<file path="src/rtl/wb_port_arbiter.sv">
// wb_port_arbiter
// Shares the single register-file write port between two requesters, A and B.
// A request is acknowledged combinationally in the cycle it wins arbitration.
// Its destination, data and source select appear on the registered write-port
// outputs one cycle later. A write to register 0 is acknowledged and its
// payload is captured, but the write enable stays low for that write.
//
// Build option:
//   WB_ARB_ROUND_ROBIN_EN defined   -> a one-bit priority pointer alternates
//                                      the winner whenever both requesters
//                                      contend in the same cycle.
//   WB_ARB_ROUND_ROBIN_EN undefined -> fixed priority. A always wins on
//                                      contention, and B is granted only in
//                                      cycles where A is not requesting.
module wb_port_arbiter (
    input  logic        clk,
    input  logic        rst_n,
    input  logic        req_a,
    input  logic [4:0]  reg_a,
    input  logic [31:0] data_a,
    output logic        ack_a,
    input  logic        req_b,
    input  logic [4:0]  reg_b,
    input  logic [31:0] data_b,
    output logic        ack_b,
    output logic        reg_write,
    output logic [4:0]  write_reg,
    output logic [31:0] write_data,
    output logic        sel
);

    typedef enum logic [1:0] {
        IDLE = 2'd0,
        WR_A = 2'd1,
        WR_B = 2'd2
    } state_t;

    state_t state;
    state_t next_state;

    logic   grant_a;
    logic   grant_b;

`ifdef WB_ARB_ROUND_ROBIN_EN
    // prio_b high means B wins the next contended cycle; reset favours A
    logic   prio_b;

    // Round-robin arbitration, masked while reset is asserted so no ack escapes
    always_comb begin
        grant_a = 1'b0;
        grant_b = 1'b0;
        if (rst_n) begin
            grant_a = req_a && (!req_b || !prio_b);
            grant_b = req_b && (!req_a ||  prio_b);
        end
    end

    // Pointer hands priority to the loser of each grant, holds when idle
    always_ff @(posedge clk or negedge rst_n) begin
        if (!rst_n) begin
            prio_b <= 1'b0;
        end else if (grant_a) begin
            prio_b <= 1'b1;
        end else if (grant_b) begin
            prio_b <= 1'b0;
        end
    end
`else
    // Fixed priority: A always wins, B only gets the port when A is quiet
    always_comb begin
        grant_a = 1'b0;
        grant_b = 1'b0;
        if (rst_n) begin
            grant_a = req_a;
            grant_b = req_b && !req_a;
        end
    end
`endif

    assign ack_a = grant_a;
    assign ack_b = grant_b;

    // Next state follows this cycle's grant, so back-to-back writes need no gap
    always_comb begin
        next_state = IDLE;
        if (grant_a) begin
            next_state = WR_A;
        end else if (grant_b) begin
            next_state = WR_B;
        end
    end

    // State register records which requester's write is on the port now
    always_ff @(posedge clk or negedge rst_n) begin
        if (!rst_n) begin
            state <= IDLE;
        end else begin
            state <= next_state;
        end
    end

    // Capture the winner's payload at the grant edge and hold it through idle cycles
    always_ff @(posedge clk or negedge rst_n) begin
        if (!rst_n) begin
            write_reg  <= 5'd0;
            write_data <= 32'd0;
            sel        <= 1'b0;
        end else if (grant_a) begin
            write_reg  <= reg_a;
            write_data <= data_a;
            sel        <= 1'b0;
        end else if (grant_b) begin
            write_reg  <= reg_b;
            write_data <= data_b;
            sel        <= 1'b1;
        end
    end

    // Write enable depends only on registers. It is high only in a write state
    // and only when the destination is a real register (not register 0).
    assign reg_write = (state != IDLE) && (write_reg != 5'd0);

endmodule

</file>
<file path="config.mk">
export PLATFORM = sky130hd
export DESIGN_NAME = wb_port_arbiter
export DESIGN_NICKNAME = d
export VERILOG_FILES = /design/src/rtl/wb_port_arbiter.sv
export SDC_FILE = /design/constraint.sdc
export NUM_CORES = 1
export LEC_CHECK = 0
export CAP_MARGIN = 20
export CORE_ASPECT_RATIO = 0.5
export CORE_UTILIZATION = 50
export DETAILED_ROUTE_END_ITERATION = 10
export DONT_BUFFER_PORTS = 1
export PLACE_DENSITY = 0.73
export SLEW_MARGIN = 20
export SYNTH_ARGS = -nofsm -noshare
export SYNTH_HDL_FRONTEND = slang
export SYNTH_SLANG_ARGS = --single-unit
</file>
<file path="constraint.sdc">
create_clock -name clk -period 0.9 [get_ports clk]
set_clock_uncertainty 0.1 [all_clocks]
set_input_delay 0.09 -clock clk [delete_from_list [all_inputs] [get_ports clk]]
set_output_delay 0.09 -clock clk [all_outputs]
set_load 0.01 [all_outputs]
</file>
==> reports/results.ini <==
[finish]
regArea_um2=1000
final_net_count=403
nFillCells=101
layout_commonest_cell=inv_1
mostFrequentLayoutCells=inv_1, dfrtp_1, buf_6
largest_reg_flops=32
antennaDiodeCount=0
area_growth_pct=71.2
drive_gt1_frac=0.255
multi_input_area_um2=689

[critical_path]
path_cells=nor4_2 -> a21oi_2
critPathLaunchType=flop
r2r_cells=4
rr_startpoint=write_reg[0]
crit_path_start=write_reg[3]
crit_family=flip-flops
cp_max_fo=2
critical_path_class=reg2out
cpMaxStageDelayCell=dfrtp_1
crit_buf_inv=0
r2r-end=write_reg[0]
cp_data_arrival_time_ns=1.16
cp.required_ns=0.71
worst_setup_path_end_kind=primary output
max_stage_delay_ns=0.40
r2r_setup_slack_ns=-0.29

[synth]
synth.avg_cell_area_um2=9.44
syn_nets=292
syn_inst=214
synth-compound-area-share=0.193
yosys.area.top_type_share=0.495
synth_top_family_by_area=compound AO/OA/AOI/OAI gates
synthTopCellsByArea=dfrtp_1, a222oi_1, inv_1
ys_ff_latch=40
seq_area_frac_synth=0.495
post_synth_num_cell_types=13
netlist_area_um2=2020
synth.largest_area_cell=dfrtp_1
synth_adder_area_share=0
yosys.area_share.simple=0.134
synth_warnings=0
synthMuxAreaShare=0
synth-xor-area-share=0

[cts]
holdBufCountCts=65
clk_latency_ns=0.30
clockBufferDepth=2
path_clk_slew_ns=0.08
cts.sinks=40
cts_root_buf=clkbuf_8
cts_buffers=5
cts_tree=built
h-tree-depth=2

[routing]
firstDrtPassIters=11
via_count=2330
ant_nets=0
drt_iter0_markers=418
avgRoutedWirePerCell_um=23.2
drcViolationCount=0
routed_wl_um=8750
routed_via_density=6.18

[power_and_ir_drop]
max-vdd-ir-drop_mv=0.985
pwr-share-comb=0.316
seqPwrFrac=0.434
power.internal_mw=3.60
power_mw=5.16
sw_frac_of_total=0.302
clkPwrFrac=0.249
p_sw_mw=1.56
p_leak_nw=1.98
power.density_nw_per_um2=1490

[sta]
worst_pin_slew_ns=0.379
finalSetupTns_ns=-7.78
slew_violations=0
min_period_ns=1.35
max_slew_margin=0.748
setup_viol=68
rsz0062_at_grt=yes
hold_ws_ns=-0.631
timing_hold_violations_final=71
fmax_ghz=0.739
worst_slack_ns=-0.454
min_period_over_period=1.50

[floorplan]
initial_core_util=0.555
fp.dieH_um=47.0
io_pins=119
num_rows=15
die_w_um=91.9
die-area_um2=4310
core_area_um2=3640

[worst_hold_path]
hold_class=in2async

[place]
port_buffers=0
hpwlAfterDp_um=3280
gp_congestion=0.660

[run_status]
violations=negative hold slack, negative setup slack
outcome=finished with violations

[global_routing]
antenna_found_initial=0
grt_max_degree=46
grt_pass1_wl_um=11000
grt_pass1_vias=2166
grtUsageTotal=0.351
gr-total-overflow=0

[job]
drv_cap=0

==> worst max-delay path by stage <==
| stage | slack, ns | to | cells past startpoint |
|---|---|---|---|
| 2_1_floorplan | -0.09 | reg_write | 2 |
| 3_3_place_gp | -0.08 | reg_write | 2 |
| 3_5_place_dp | -0.1 | write_data[20] | 3 |
| 4_1_cts | -0.39 | reg_write | 2 |
| 5_1_grt | -0.45 | reg_write | 2 |
| 6_report | -0.45 | reg_write | 2 |
==> cell type report <==
cell class                      instances  share of cell area
Clock buffer                            8              0.0260
Inverter                               74              0.0803
Tap cell                               51              0.0184
Timing Repair Buffer                  119               0.386
Sequential cell                        40               0.290
Multi-Input combinational cell         85               0.199
==> power groups by stage <==
stage | combinational, mW | clock [mW] | sequential (mW)
after floorplan | 0.456 | 0 | 2.28
after global placement | 0.977 | 0 | 2.17
after detailed placement | 1.01 | 0 | 2.18
after CTS | 1.40 | 1.23 | 2.19
after global routing | 1.69 | 1.32 | 2.25
final | 1.63 | 1.29 | 2.24
==> worst reg2reg max path: cells and delay by family (launching register included) <==
kind            cells  cell delay [ns]
buf+inv             3             0.30
flops               1             0.37
compound gates      1             0.30
==> through the flow <==
step | std cells | worst slack [ns] | hold slack (ns) | instance area, um^2 | util
floorplan | 214 | -0.0927 | -0.306 | 2070 | -
global placement | 295 | -0.0789 | -0.305 | 2410 | 0.663
detailed placement | 295 | -0.0995 | -0.305 | 2410 | 0.663
CTS | 372 | -0.392 | -0.617 | 3320 | 0.912
global route | 377 | -0.453 | -0.632 | 3460 | 0.950
finish | 377 | -0.454 | -0.631 | 3460 | 0.950
==> cell usage after synthesis <==
master    count
o21ai_2       1
nor4_1        1
nor2b_1      38
dfrtp_1      40
buf_6         2
a21oi_1       2
nor2_1        4
nand2_1       1
a222oi_1     37
clkbuf_1      5
and2_4        1
inv_1        74
buf_2         8
==> cells by family after synthesis <==
logic type | count (synthesis)
simple gates | 45
compound gates | 40
buf+inv | 89
flops | 40
==> per-layer routing <==
metal,GRT usage,vias up,part of all wire
li1,-,936,-
met1,0.415,1115,0.36
met2,0.618,240,0.48
met3,0.113,39,0.12
met4,0.159,0,0.035
met5,0,-,0
==> repair_timing <==
| action | CTS | global route |
|---|---|---|
| endpoints found under the hold margin | 79 | 64 |
| setup buffers | 4 | 5 |
| endpoints found under the setup margin | 42 | 76 |
| pin swaps | 8 | 30 |
| resized for setup | 38 | 50 |
Note: power is estimated with default switching activity, not from simulation.
